[src/rtl/instr_prefetch_unit_pkg.sv]
// Shared types and sizing helpers for the instruction prefetch unit.
package prefetch_pkg;

    typedef enum logic [1:0] {
        BOOT  = 2'd0,
        RUN   = 2'd1,
        FLUSH = 2'd2
    } state_e;

    localparam int unsigned BYTE_W = 8;

    // PC increment in bytes for one instruction word.
    function automatic int unsigned step_of(input int unsigned instr_width);
        return instr_width / BYTE_W;
    endfunction

    // Width able to hold the values 0..depth inclusive.
    function automatic int unsigned cnt_width(input int unsigned depth);
        return $clog2(depth + 1);
    endfunction

endpackage

[src/rtl/instr_prefetch_unit_if.sv]
// Fetch-side bundle: memory request/response, redirect, and decode-facing output.
interface instr_prefetch_unit_if #(
    parameter int unsigned ADDR_WIDTH  = 32,
    parameter int unsigned INSTR_WIDTH = 32
);
    logic                   req_valid;
    logic                   req_ready;
    logic [ADDR_WIDTH-1:0]  req_addr;
    logic                   resp_valid;
    logic [INSTR_WIDTH-1:0] resp_data;
    logic                   redirect_valid;
    logic [ADDR_WIDTH-1:0]  redirect_addr;
    logic                   out_valid;
    logic                   out_ready;
    logic [INSTR_WIDTH-1:0] out_instr;
    logic [ADDR_WIDTH-1:0]  out_pc;
    logic [ADDR_WIDTH-1:0]  out_pc_next;
    logic                   protocol_err;

    modport master (
        output req_valid, req_addr, out_valid, out_instr, out_pc, out_pc_next, protocol_err,
        input  req_ready, resp_valid, resp_data, redirect_valid, redirect_addr, out_ready
    );

    modport slave (
        input  req_valid, req_addr, out_valid, out_instr, out_pc, out_pc_next, protocol_err,
        output req_ready, resp_valid, resp_data, redirect_valid, redirect_addr, out_ready
    );
endinterface

[src/rtl/instr_prefetch_unit_fifo.sv]
// Synchronous FIFO holding {pc, instr} entries; clear wins over push/pop.
module prefetch_fifo
    import prefetch_pkg::*;
#(
    parameter int unsigned WIDTH = 64,
    parameter int unsigned DEPTH = 4,
    localparam int unsigned CW   = cnt_width(DEPTH)
) (
    input  logic             clk,
    input  logic             rst,
    input  logic             push_i,
    input  logic             pop_i,
    input  logic             clear_i,
    input  logic [WIDTH-1:0] wdata_i,
    output logic [WIDTH-1:0] rdata_o,
    output logic [CW-1:0]    count_o,
    output logic             full_o,
    output logic             empty_o
);
    localparam int unsigned PW = $clog2(DEPTH);

    logic [WIDTH-1:0] mem_q [DEPTH];
    logic [PW-1:0]    wr_ptr_q, wr_ptr_d;
    logic [PW-1:0]    rd_ptr_q, rd_ptr_d;
    logic [CW-1:0]    count_q, count_d;
    logic             do_push, do_pop;

    assign full_o  = (count_q == CW'(DEPTH));
    assign empty_o = (count_q == '0);
    assign count_o = count_q;
    assign rdata_o = mem_q[rd_ptr_q];

    // A push into a full queue is legal only when the head leaves in the same cycle.
    assign do_push = push_i && (!full_o || pop_i);
    assign do_pop  = pop_i && !empty_o;

    // NOTE: every variable gets a default first so no path through the block infers a latch.
    always_comb begin
        wr_ptr_d = wr_ptr_q;
        rd_ptr_d = rd_ptr_q;
        count_d  = count_q;
        if (clear_i) begin
            wr_ptr_d = '0;
            rd_ptr_d = '0;
            count_d  = '0;
        end else begin
            if (do_push) wr_ptr_d = wr_ptr_q + PW'(1);
            if (do_pop)  rd_ptr_d = rd_ptr_q + PW'(1);
            count_d = count_q + CW'(do_push) - CW'(do_pop);
        end
    end

    // NOTE: sequential state uses non-blocking assignments so all registers update together.
    always_ff @(posedge clk or posedge rst) begin
        if (rst) begin
            wr_ptr_q <= '0;
            rd_ptr_q <= '0;
            count_q  <= '0;
        end else begin
            wr_ptr_q <= wr_ptr_d;
            rd_ptr_q <= rd_ptr_d;
            count_q  <= count_d;
        end
    end

    // NOTE: storage is not reset; count/pointers alone define which entries are valid.
    always_ff @(posedge clk) begin
        if (do_push && !clear_i) mem_q[wr_ptr_q] <= wdata_i;
    end

endmodule

[src/rtl/instr_prefetch_unit.sv]
// Latency-tolerant fetch stage: credit-limited sequential reads, in-order response queue,
// redirect flush that discards responses still in flight.
module instr_prefetch_unit
    import prefetch_pkg::*;
#(
    parameter int unsigned           ADDR_WIDTH  = 32,
    parameter int unsigned           INSTR_WIDTH = 32,
    parameter int unsigned           DEPTH       = 4,
    parameter logic [ADDR_WIDTH-1:0] RESET_PC    = '0
) (
    input  logic                  clk,
    input  logic                  rst,
    instr_prefetch_unit_if.master bus
);
    localparam int unsigned           CW      = cnt_width(DEPTH);
    localparam int unsigned           EW      = ADDR_WIDTH + INSTR_WIDTH;
    localparam logic [ADDR_WIDTH-1:0] PC_STEP = ADDR_WIDTH'(step_of(INSTR_WIDTH));

    state_e                state_q, state_d;
    logic [ADDR_WIDTH-1:0] fetch_pc_q, fetch_pc_d;
    logic [ADDR_WIDTH-1:0] resp_pc_q, resp_pc_d;
    logic [CW-1:0]         inflight_q, inflight_d;
    logic [CW-1:0]         drop_q, drop_d;
    logic                  perr_q, perr_d;

    logic                  issue, accept, resp_ok, credit_ok;
    logic                  push, pop, clear;
    logic [EW-1:0]         head;
    logic [ADDR_WIDTH-1:0] head_pc;
    logic [CW-1:0]         fifo_count;
    logic                  fifo_full, fifo_empty;

    // Queued plus outstanding words never exceed DEPTH, so every response has a slot.
    assign credit_ok = !fifo_full &&
                       (({1'b0, fifo_count} + {1'b0, inflight_q}) < (CW + 1)'(DEPTH));
    assign accept    = issue && bus.req_ready;
    assign resp_ok   = bus.resp_valid && (inflight_q != '0);
    assign head_pc   = head[EW-1:INSTR_WIDTH];

    prefetch_fifo #(
        .WIDTH (EW),
        .DEPTH (DEPTH)
    ) u_fifo (
        .clk     (clk),
        .rst     (rst),
        .push_i  (push),
        .pop_i   (pop),
        .clear_i (clear),
        .wdata_i ({resp_pc_q, bus.resp_data}),
        .rdata_o (head),
        .count_o (fifo_count),
        .full_o  (fifo_full),
        .empty_o (fifo_empty)
    );

    always_comb begin
        state_d    = state_q;
        fetch_pc_d = fetch_pc_q;
        resp_pc_d  = resp_pc_q;
        inflight_d = inflight_q;
        drop_d     = drop_q;
        perr_d     = perr_q | (bus.resp_valid && (inflight_q == '0));
        issue      = 1'b0;
        push       = 1'b0;
        pop        = 1'b0;
        clear      = 1'b0;
        unique case (state_q)
            BOOT: begin
                state_d = RUN;
                if (bus.redirect_valid) begin
                    fetch_pc_d = bus.redirect_addr;
                    resp_pc_d  = bus.redirect_addr;
                end
            end
            RUN: begin
                if (bus.redirect_valid) begin
                    // A response landing in the redirect cycle belongs to the old path.
                    clear      = 1'b1;
                    fetch_pc_d = bus.redirect_addr;
                    resp_pc_d  = bus.redirect_addr;
                    inflight_d = inflight_q - CW'(resp_ok);
                    drop_d     = inflight_d;
                    state_d    = (inflight_d != '0) ? FLUSH : RUN;
                end else begin
                    issue      = credit_ok;
                    push       = resp_ok;
                    pop        = !fifo_empty && bus.out_ready;
                    inflight_d = inflight_q + CW'(accept) - CW'(resp_ok);
                    if (accept)  fetch_pc_d = fetch_pc_q + PC_STEP;
                    if (resp_ok) resp_pc_d  = resp_pc_q + PC_STEP;
                end
            end
            FLUSH: begin
                if (bus.redirect_valid) begin
                    clear      = 1'b1;
                    fetch_pc_d = bus.redirect_addr;
                    resp_pc_d  = bus.redirect_addr;
                end
                if (resp_ok) begin
                    inflight_d = inflight_q - CW'(1);
                    drop_d     = drop_q - CW'(1);
                end
                if (drop_d == '0) state_d = RUN;
            end
            default: state_d = BOOT;
        endcase
    end

    always_ff @(posedge clk or posedge rst) begin
        if (rst) begin
            state_q    <= BOOT;
            fetch_pc_q <= RESET_PC;
            resp_pc_q  <= RESET_PC;
            inflight_q <= '0;
            drop_q     <= '0;
            perr_q     <= 1'b0;
        end else begin
            state_q    <= state_d;
            fetch_pc_q <= fetch_pc_d;
            resp_pc_q  <= resp_pc_d;
            inflight_q <= inflight_d;
            drop_q     <= drop_d;
            perr_q     <= perr_d;
        end
    end

    // Outputs read as zero whenever nothing is offered, including throughout reset.
    assign bus.req_valid    = issue;
    assign bus.req_addr     = issue ? fetch_pc_q : '0;
    assign bus.out_valid    = !fifo_empty;
    assign bus.out_instr    = fifo_empty ? '0 : head[INSTR_WIDTH-1:0];
    assign bus.out_pc       = fifo_empty ? '0 : head_pc;
    assign bus.out_pc_next  = fifo_empty ? '0 : head_pc + PC_STEP;
    assign bus.protocol_err = perr_q;

endmodule

[src/flat_wrapper.sv]
// flat-port wrapper written by rule: the top's interface ports become plain ports
module instr_prefetch_unit_flat import prefetch_pkg::*;
#(
    parameter int unsigned           ADDR_WIDTH  = 32,
    parameter int unsigned           INSTR_WIDTH = 32,
    parameter int unsigned           DEPTH       = 4,
    parameter logic [ADDR_WIDTH-1:0] RESET_PC    = '0
)
  (clk, rst, bus_req_valid, bus_req_addr, bus_out_valid, bus_out_instr, bus_out_pc, bus_out_pc_next, bus_protocol_err, bus_req_ready, bus_resp_valid, bus_resp_data, bus_redirect_valid, bus_redirect_addr, bus_out_ready);
  instr_prefetch_unit_if #(.ADDR_WIDTH(ADDR_WIDTH), .INSTR_WIDTH(INSTR_WIDTH)) bus_i ();
  input  logic clk;
  input  logic rst;
  output wire logic [$bits(bus_i.req_valid)-1:0] bus_req_valid;
  output wire logic [$bits(bus_i.req_addr)-1:0] bus_req_addr;
  output wire logic [$bits(bus_i.out_valid)-1:0] bus_out_valid;
  output wire logic [$bits(bus_i.out_instr)-1:0] bus_out_instr;
  output wire logic [$bits(bus_i.out_pc)-1:0] bus_out_pc;
  output wire logic [$bits(bus_i.out_pc_next)-1:0] bus_out_pc_next;
  output wire logic [$bits(bus_i.protocol_err)-1:0] bus_protocol_err;
  input wire logic [$bits(bus_i.req_ready)-1:0] bus_req_ready;
  input wire logic [$bits(bus_i.resp_valid)-1:0] bus_resp_valid;
  input wire logic [$bits(bus_i.resp_data)-1:0] bus_resp_data;
  input wire logic [$bits(bus_i.redirect_valid)-1:0] bus_redirect_valid;
  input wire logic [$bits(bus_i.redirect_addr)-1:0] bus_redirect_addr;
  input wire logic [$bits(bus_i.out_ready)-1:0] bus_out_ready;
  assign bus_req_valid = bus_i.req_valid;
  assign bus_req_addr = bus_i.req_addr;
  assign bus_out_valid = bus_i.out_valid;
  assign bus_out_instr = bus_i.out_instr;
  assign bus_out_pc = bus_i.out_pc;
  assign bus_out_pc_next = bus_i.out_pc_next;
  assign bus_protocol_err = bus_i.protocol_err;
  assign bus_i.req_ready = bus_req_ready;
  assign bus_i.resp_valid = bus_resp_valid;
  assign bus_i.resp_data = bus_resp_data;
  assign bus_i.redirect_valid = bus_redirect_valid;
  assign bus_i.redirect_addr = bus_redirect_addr;
  assign bus_i.out_ready = bus_out_ready;
  instr_prefetch_unit #(.ADDR_WIDTH(ADDR_WIDTH), .INSTR_WIDTH(INSTR_WIDTH), .DEPTH(DEPTH), .RESET_PC(RESET_PC)) u_core (.clk(clk), .rst(rst), .bus(bus_i));
endmodule
[config.mk]
export PLATFORM = sky130hd
export DESIGN_NAME = instr_prefetch_unit_flat
export DESIGN_NICKNAME = d
export VERILOG_FILES = /design/src/rtl/instr_prefetch_unit_pkg.sv /design/src/rtl/instr_prefetch_unit_if.sv /design/src/rtl/instr_prefetch_unit_fifo.sv /design/src/rtl/instr_prefetch_unit.sv /design/src/flat_wrapper.sv
export SDC_FILE = /design/constraint.sdc
export NUM_CORES = 1
export LEC_CHECK = 0
export ABC_CLOCK_PERIOD_IN_PS = 10400
export CORE_ASPECT_RATIO = 2
export CORE_MARGIN = 5
export CORE_UTILIZATION = 60
export DETAILED_ROUTE_END_ITERATION = 16
export HOLD_SLACK_MARGIN = 0.15
export PLACE_DENSITY = 0.83
export SETUP_SLACK_MARGIN = 0.15
export SLEW_MARGIN = 20
export SYNTH_ARGS = -nofsm -noshare
export SYNTH_HDL_FRONTEND = slang
export SYNTH_HIERARCHICAL = 1
export SYNTH_SLANG_ARGS = --single-unit
[constraint.sdc]
create_clock -name clk -period 10.4 [get_ports clk]
set_input_delay 2.08 -clock clk [delete_from_list [all_inputs] [get_ports clk]]
set_output_delay 2.08 -clock clk [all_outputs]
set_load 0.02 [all_outputs]
Word-level counts from Yosys, hierarchy flattened --
Memories as Yosys holds them, arrays and structs flattened. Index checks and enable logic that the tools add are counted.
Cells by class: reductions and logical operators 29, add/subtract/negate cells 13, shift operators 0, divide/modulo/power cells 0, multiply operators 0, magnitude comparators 1, eq/ne operators 9, bitwise logic cells 1, muxes and demuxes 37
Operator list (number):
- two-way mux 32 bit | 9
- case mux 32 bit (2 select lines) | 2
- adder 32 x 3 -> 32 bit, second input constant | 3
- two-way mux 3 bit | 6
- two-way mux 2 bit | 7
- case mux 3 bit (2 select lines) | 2
- two-way mux 1 bit | 10
- logical NOT 3 bit | 3
- subtractor 3 x 1 -> 3 bit | 3
- logical AND 1 bit | 8
- nonzero test 2 bit | 4
- adder 3 x 1 -> 3 bit | 2
- inequality test 2 x 1 -> 1 bit, second input constant | 3
- inequality test 3 x 2 -> 1 bit, second input constant | 2
- case mux 2 bit (3 select lines) | 1
- AND reduction 2 bit | 3
- AND reduction 3 bit | 2
- nonzero test 3 bit | 2
- subtractor 3 x 1 -> 3 bit, second input constant | 2
- adder 2 x 1 -> 2 bit, second input constant | 2
- adder 3 x 3 -> 4 bit | 1
- less-than comparator 4 x 3 -> 1 bit, second input constant | 1
- OR reduction 2 bit | 2
- equality test 3 bit, second input constant | 1
- 7 further kinds | 9
Word-level totals: register bits after elaboration 80, input port bits 70, ROM bits 0, word-level logic and storage cells 100, bits in writable memories 256, bits in latches 0, memories kept 1, output and inout bits 131
Memories:
- u_core.u_fifo.mem_q | depth 4, bits a word 64, rd ports 1, clocked after Yosys merged registers in 0, write ports 1, line instr_prefetch_unit_fifo.sv:22 | logic [WIDTH-1:0] mem_q [DEPTH];

Longest topological paths before layout --
Gate-level depths: netlist of the first run.
word-level depth 10, gate-level depth with buffers 17, gate-level depth less buffers 14

Modules after synthesis --
Netlist of the first run, hierarchy kept.
By module, submodules not included:
- prefetch_fifo | sequential area each 7862.5 sq um, cells an instance 383, area an instance 9694.3 sq um, instances 1
- instr_prefetch_unit | sequential area each 1826.8 sq um, cells an instance 804, area an instance 6113.4 sq um, instances 1

Least setup slack after synthesis of the first run --
OpenSTA, ideal clock, no wires.
path type input port to output port, start point in bus_redirect_valid, end point out bus_req_addr[23], data required time 8.320 ns, stages on the path 5, path slack 5.155 ns, arrival 3.165 ns, buffers on the path 2, path through nand2b_2 -> buf_6 -> nor2_1 -> clkbuf_1 -> and2_1
On the way: word-level cells in the longest chain between the ends 3
RTL lines:
- start: declaration | line flat_wrapper.sv:23 | input wire logic [$bits(bus_i.redirect_valid)-1:0] bus_redirect_valid;
- two-way mux 1 bit | line instr_prefetch_unit.sv:76 | if (bus.redirect_valid) begin
- two-way mux 1 bit | line instr_prefetch_unit.sv:67 | unique case (state_q)
- net bus_req_valid | line flat_wrapper.sv:13 | output wire logic [$bits(bus_i.req_valid)-1:0] bus_req_valid;
- two-way mux 32 bit | line instr_prefetch_unit.sv:129 | assign bus.req_addr = issue ? fetch_pc_q : '0;
- end: declaration | line flat_wrapper.sv:14 | output wire logic [$bits(bus_i.req_addr)-1:0] bus_req_addr;
The timed path passes the listed nets, and every way through them passes these cells.

Final worst setup path of the first run --
start point reg u_core.u_fifo.rd_ptr_q[0], end point out bus_out_pc_next[29]
On the way: word-level cells in the longest chain between the ends 3
RTL lines:
- start: declaration | line instr_prefetch_unit_fifo.sv:24 | logic [PW-1:0] rd_ptr_q, rd_ptr_d;
- start signal: assignment | line instr_prefetch_unit_fifo.sv:61 | rd_ptr_q <= rd_ptr_d;
- memory (4 x 64 bit)
- net u_core.head[36] | line instr_prefetch_unit.sv:28 | logic [EW-1:0] head;
- adder 32 x 3 -> 32 bit | line instr_prefetch_unit.sv:133 | assign bus.out_pc_next = fifo_empty ? '0 : head_pc + PC_STEP;
- two-way mux 32 bit | line instr_prefetch_unit.sv:133
- end: declaration | line flat_wrapper.sv:18 | output wire logic [$bits(bus_i.out_pc_next)-1:0] bus_out_pc_next;
The timed path passes the listed nets, and every way through them passes these cells.

==> results.yml, run 1 <==
detailed_routing:
  wl_um: 38100
  first_iter_violations: 994
  drt-wirelength-per-cell_um: 22.1
  routed_via_density: 6.33
  vias: 10900
  drc_errors: 0
  ant_nets: 0
  dr.pass1.iters: 6
cells_and_area:
  nets: 1457
  drive_gt1_share_pct: 11.0
  antenna_cells: 0
  area_delta_synth_final_pct: 20.4
synthesis:
  synth_area_um2: 15800
  synth-main-ff-cell: "edfxtp_1"
  ys_async_sr_fraction_pct: 23.8
  ys_types: 68
  synth_top_area_share_pct: 48.6
  synth_nets: 1281
  synth-seq-cells: 336
  synth_top_area_cell: "edfxtp_1"
  synth_warnings: 6
  netlist_top_cells_count: "edfxtp_1, nor2_1, dfrtp_1"
  synth_edf_count: 256
  seq_area_frac_synth_pct: 61.3
  netlist_instances: 1187
  synth_most_common_cell: "edfxtp_1"
  avgSynthCellArea_um2: 13.3
  synth_area_leaders: "edfxtp_1, dfrtp_1, mux4_2, nor2b_1, a21oi_1"
cts:
  clock-sinks: 336
  cts-root-buf: "clkbuf_16"
  cts_resized: 0
  cts_buffer_depth: 3
  htree_levels: 1
  post_cts_buffers: 0
  cts-hold-fix-buffers: 0
  cts-buffers-inserted: 28
  cts_tree: "done"
  path_clk_slew_ns: 0.06
  clock_latency_ns: 0.54
critical_path:
  cp.arrival_ns: 4.73
  path_max_fanout: 35
  rrSetupSlack_ns: 6.48
  start_kind: "register"
  path_class: "reg -> out"
  critical_path.endpoint_type: "output port"
  critPathRequiredTime_ns: 8.32
run_status:
  outcome: "finished clean"
timing:
  hold_viol_final: 0
  clock-skew-final_ns: 0.0117
  slew_headroom_pct: 32.9
  worst_pin_slew_ns: 1.01
  fin_crit_sh_pct: 65.4
  tns_ns: 0
  min_period_ns: 6.81
  finalMaxSlewViolations: 0
  grt_setup_unrepaired: "no"
  fmax_mhz: 147
  setup_viol: 0
placed_design:
  dpl.hpwl_um: 24800
  gp_congestion: 0.906
  portBuffers: 200
floorplanning:
  io_pins: 201
  initial_core_util_pct: 60.4
  die-height_um: 240
  die-width_um: 125
  die_area_um2: 29900
  coreArea_um2: 26200
  num_rows: 84
power:
  fin_total_pwr_mw: 5.19
  p_leak_nw: 6.40
  max-vdd-ir-drop_mv: 0.193
  p_per_area_nw_per_um2: 273
min_path:
  min_path_type: "reg -> reg"
job:
  maxCapViolCount: 0
grt:
  track_usage_pct: 25.1
  grt_max_degree: 107
  grt_pass1_vias: 10900
  gr-total-overflow: 0
  grt_pass1_wl_um: 59900
  antenna_found_initial: 0
cell families after synthesis:
family                     count (synthesis)  synth area share (%)
and+or+nand+nor                          406                  13.8
DFF                                      336                  61.3
AOI/OAI and AO/OA                        216                  8.70
buffers and inverters                    104                  2.96
muxes                                     73                  9.74
xor gates and xnor gates                  28                  1.55
adders and majority gates                 24                  1.99
placed cells by master, fill, tap and decap left out, types with 33 or more instances in the layout:
master	synthesis	final
edfxtp_1	256	256
clkdlybuf4s50_1	0	200
nor2_1	88	86
dfrtp_1	80	78
nand2_1	70	70
a21oi_1	67	67
nor2b_1	64	64
mux4_2	64	64
o21ai_0	43	43
nand3_1	39	39
inv_1	34	33
metal layers:
metal | vias to the layer above | GRT usage (%) | wire length, um
met5 | - | 0 | 0
met4 | 0 | 11.0 | 1620
met2 | 559 | 45.7 | 20700
met1 | 5394 | 30.5 | 13300
met3 | 102 | 2.43 | 2430
li1 | 4879 | - | -
sequential cells by signal (all words and copies together), names as in the netlist:
signal	flops
u_core/u_fifo/count_o	3
u_core/drop_q	3
u_core/fetch_pc_q	32
u_core/u_fifo/wr_ptr_q	2
u_core/state_q	2
u_core/bus.protocol_err	1
u_core/inflight_q	3
u_core/u_fifo/mem_q	256
u_core/u_fifo/rd_ptr_q	2
u_core/resp_pc_q	32
path summary, 6_finish.rpt:
| check | from | end | cells past startpoint |
|---|---|---|---|
| min reg2reg | u_core/bus.protocol_err | u_core/bus.protocol_err | 1 |
| max | u_core/u_fifo/rd_ptr_q[0] | bus_out_pc_next[29] | 8 |
| max reg2reg | u_core/state_q[1] | u_core/u_fifo/mem_q[2][7] | 8 |
| min | u_core/bus.protocol_err | u_core/bus.protocol_err | 1 |
| min in group asynchronous | rst | u_core/u_fifo/wr_ptr_q[1] | 2 |
| max in group asynchronous | rst | u_core/resp_pc_q[23] | 4 |
metrics by stage:
step	cell area (um2)	setup WS (ns)	utilization, %	cells	hold slack [ns]
finish	19000	3.59	72.7	1727	0.462
global route	19000	3.24	72.7	1727	0.483
CTS	19000	3.36	72.6	1726	0.467
detailed placement	18000	3.37	68.9	1676	0.451
global placement	18000	3.47	68.9	1676	0.441
floorplan	15800	5.15	-	1187	0.470
cell type report:
class / instances / area [um2]
tap: 344 / 430
multi-input combinational: 747 / 5690
clock buffer: 32 / 737
inverter: 35 / 131
sequential: 336 / 9690
fill: 1662 / 7140
clock inverter: 18 / 216
timing repair buffer: 215 / 2130
worst max-delay path, stage by stage (launching register included):
cell and delay (ns):
dfrtp_4 0.83, buf_4 0.67, mux4_2 0.47, and3_1 0.35
nand4_1 0.49, nor3_1 0.39, xnor2_1 0.12, nor2_1 0.18
clkdlybuf4s50_1 0.65
power breakdown:
group / switching (mW) / total [mW] / internal, mW / leakage, nW
sequential: 0.300 / 2.02 / 1.72 / 3.23
combinational: 1.15 / 2.07 / 0.920 / 2.71
clock: 0.460 / 1.09 / 0.631 / 0.466
Power figures use the tool's default switching activity.
==> inputs of run 2 (changes only) <==
--- a/config.mk
+++ b/config.mk
@@ -5,13 +5,13 @@
 export SDC_FILE = /design/constraint.sdc
 export NUM_CORES = 1
 export LEC_CHECK = 0
-export ABC_CLOCK_PERIOD_IN_PS = 10400
+export ABC_CLOCK_PERIOD_IN_PS = 6400
 export CORE_ASPECT_RATIO = 2
 export CORE_MARGIN = 5
-export CORE_UTILIZATION = 60
+export CORE_UTILIZATION = 56
 export DETAILED_ROUTE_END_ITERATION = 16
 export HOLD_SLACK_MARGIN = 0.15
-export PLACE_DENSITY = 0.83
+export PLACE_DENSITY = 0.79
 export SETUP_SLACK_MARGIN = 0.15
 export SLEW_MARGIN = 20
 export SYNTH_ARGS = -nofsm -noshare
==> constraint.sdc (replaced) <==
create_clock -name clk -period 6.4 [get_ports clk]
set_input_delay 1.28 -clock clk [delete_from_list [all_inputs] [get_ports clk]]
set_output_delay 1.28 -clock clk [all_outputs]
set_load 0.02 [all_outputs]
==> run 2 against run 1 <==
Compared with the run above: via count is 1.0% lower; combinational power up 64%; clock power increased by 71%; global-route usage is 1.4 points lower; first-iteration DRC count down 22%; worst hold slack worse by 0.0019 ns; die area grew 6.7%; power is 65% higher; clock skew rose by 0.0016 ns; largest cell class unchanged.
==> results.yml, run 2 (same netlist as run 1, synthesis figures left out) <==
timing:
  clock-skew-final_ns: 0.0133
  worst_pin_slew_ns: 0.974
  setup_viol: 0
  fin_crit_sh_pct: 84.6
  grt_setup_unrepaired: "no"
  layout_setup_ws_ns: 0.985
  hold_ws_ns: 0.460
  slew_headroom_pct: 35.1
  tns_ns: 0
  finalMaxSlewViolations: 0
  fmax_mhz: 185
  min_period_ns: 5.41
  hold_viol_final: 0
cts:
  cts-buffers-inserted: 28
  htree_levels: 1
  clock_latency_ns: 0.55
  clock-sinks: 336
  cts_buffer_depth: 3
  path_clk_slew_ns: 0.07
  cts_tree: "done"
  cts-root-buf: "clkbuf_16"
  cts_resized: 0
  post_cts_buffers: 0
  cts-hold-fix-buffers: 0
floorplanning:
  initial_core_util_pct: 56.3
  coreArea_um2: 28100
  die-height_um: 248
  die_area_um2: 31900
  io_pins: 201
  num_rows: 87
  die-width_um: 129
grt:
  antenna_found_initial: 0
  grt_pass1_wl_um: 59500
  track_usage_pct: 23.7
  grt_max_degree: 97
  grt_pass1_vias: 10900
  gr-total-overflow: 0
cells_and_area:
  nets: 1459
  layout.cells.most_common: "edfxtp_1"
  drive_gt1_share_pct: 11.8
  antenna_cells: 0
  layout_common_cells: "edfxtp_1, clkdlybuf4s50_1, nor2_1"
  area.sequential_um2: 9690
  top_regs: "u_core/u_fifo/mem_q (256), u_core/fetch_pc_q (32), u_core/resp_pc_q (32)"
  fillers: 1949
  largest_register_ffs: 256
  regMostFlops: "u_core/u_fifo/mem_q"
  final_cells: 1743
  multi_input_area_um2: 5690
  area_delta_synth_final_pct: 21.3
detailed_routing:
  dr.max_layer_used: "met4"
  drc_errors: 0
  drt-wirelength-per-cell_um: 21.8
  dr.pass1.iters: 5
  wl_met1_um: 13700
  wl_um: 38000
  first_iter_violations: 773
  ant_nets: 0
  wl_met2_um: 21000
  routed_via_density: 6.21
  vias: 10800
  dr_wl_met3_um: 1950
placed_design:
  portBuffers: 200
  dp.cells: 1691
  gp_congestion: 0.921
  dpl.hpwl_um: 25800
  place_ws_ns: 1.48
critical_path:
  path_class: "reg -> out"
  start_kind: "register"
  max_stage_delay_ns: 0.97
  path_cells: "mux4_2, ha_1, nand4_1, or3_1, a21oi_1, clkdlybuf4s50_1"
  path_buf_inv: 1
  r2r_cells: 15
  critPathRequiredTime_ns: 5.12
  crit_cells: 6
  path_max_fanout: 38
  critical_path.endpoint_type: "output port"
  critical-path-top-delay-family: "simple AND/OR/NAND/NOR gates"
  cp.arrival_ns: 4.13
  cpMaxStageDelayCell: "dfrtp_2"
power:
  sw_frac_of_total_pct: 37.2
  p_clk_share_pct: 21.8
  p_per_area_nw_per_um2: 445
  max-vdd-ir-drop_mv: 0.293
  seqPwrFrac_pct: 38.6
  share_comb_of_total_power_pct: 39.7
  power.switching_mw: 3.18
  p_int_mw: 5.36
  p_leak_nw: 6.45
min_path:
  min_path_type: "reg -> reg"
  hold_depth: 1
job:
  maxCapViolCount: 0
run_status:
  outcome: "finished clean"
## run 2: cell types whose count changed in the layout (fill, tap and decap cells not counted), moves of 2 or more
cell and delta:
clkbuf_1 -3, buf_4 -2, clkinv_2 -2, clkinv_4 +3, inv_8 +2, clkinvlp_4 +2
inv_6 +3, clkinv_1 -3, buf_12 +5
## run 2: path summary, 6_finish.rpt
kind / from / end / slack, ns
max: u_core/u_fifo/rd_ptr_q[1] / bus_out_pc_next[16] / 0.99
min: u_core/bus.protocol_err / u_core/bus.protocol_err / 0.46
max reg2reg: u_core/inflight_q[2] / u_core/inflight_q[2] / 2.39
min reg2reg: u_core/bus.protocol_err / u_core/bus.protocol_err / 0.46
max in group asynchronous: rst / u_core/resp_pc_q[20] / 4.18
min in group asynchronous: rst / u_core/u_fifo/wr_ptr_q[1] / 1.08
## run 2: through the flow
step                      util (%)  instance area, um2  total power [mW]
after floorplan                  -               15800              5.42
after global placement        64.6               18100              6.59
after detailed placement      64.6               18100              6.70
after CTS                     68.3               19200              8.58
after global routing          68.3               19200              9.00
final                         68.3               19200              8.54
## run 2: area by class of cell
type / instances / share of cell area (%)
clock buffer: 29 / 3.78
inverter: 35 / 0.685
multi-input combinational: 747 / 29.7
tap: 356 / 2.32
sequential: 336 / 50.6
clock inverter: 23 / 1.55
timing repair buffer: 217 / 11.4
## run 2: power by group through the flow
stage / Combinational, mW / Clock [mW] / Sequential (mW)
6_report: 3.39 / 1.86 / 3.29
5_1_grt: 3.66 / 1.98 / 3.36
2_1_floorplan: 2.31 / 0 / 3.11
3_5_place_dp: 3.37 / 0 / 3.33
3_3_place_gp: 3.30 / 0 / 3.29
4_1_cts: 3.40 / 1.89 / 3.29
## run 2: worst register-to-register path: stages, from the launching register on
cell     delay (ns)
dfrtp_1        0.47
ha_1           0.33
nor4_1         0.50
nand2_1        0.34
nor2_2         0.15
buf_4          0.29
nand2_1        0.11
ha_1           0.28
inv_1          0.04
ha_1           0.18
fa_1           0.38
xor2_1         0.15
o21ai_0        0.23
nand2_1        0.10
o21ai_0        0.23
xor2_1         0.17
## run 2: routing by layer
metal,vias to the layer above,track usage [%]
li1,4886,-
met1,5433,28.4
met2,418,43.8
met3,87,2.39
met4,0,8.44
met5,-,0
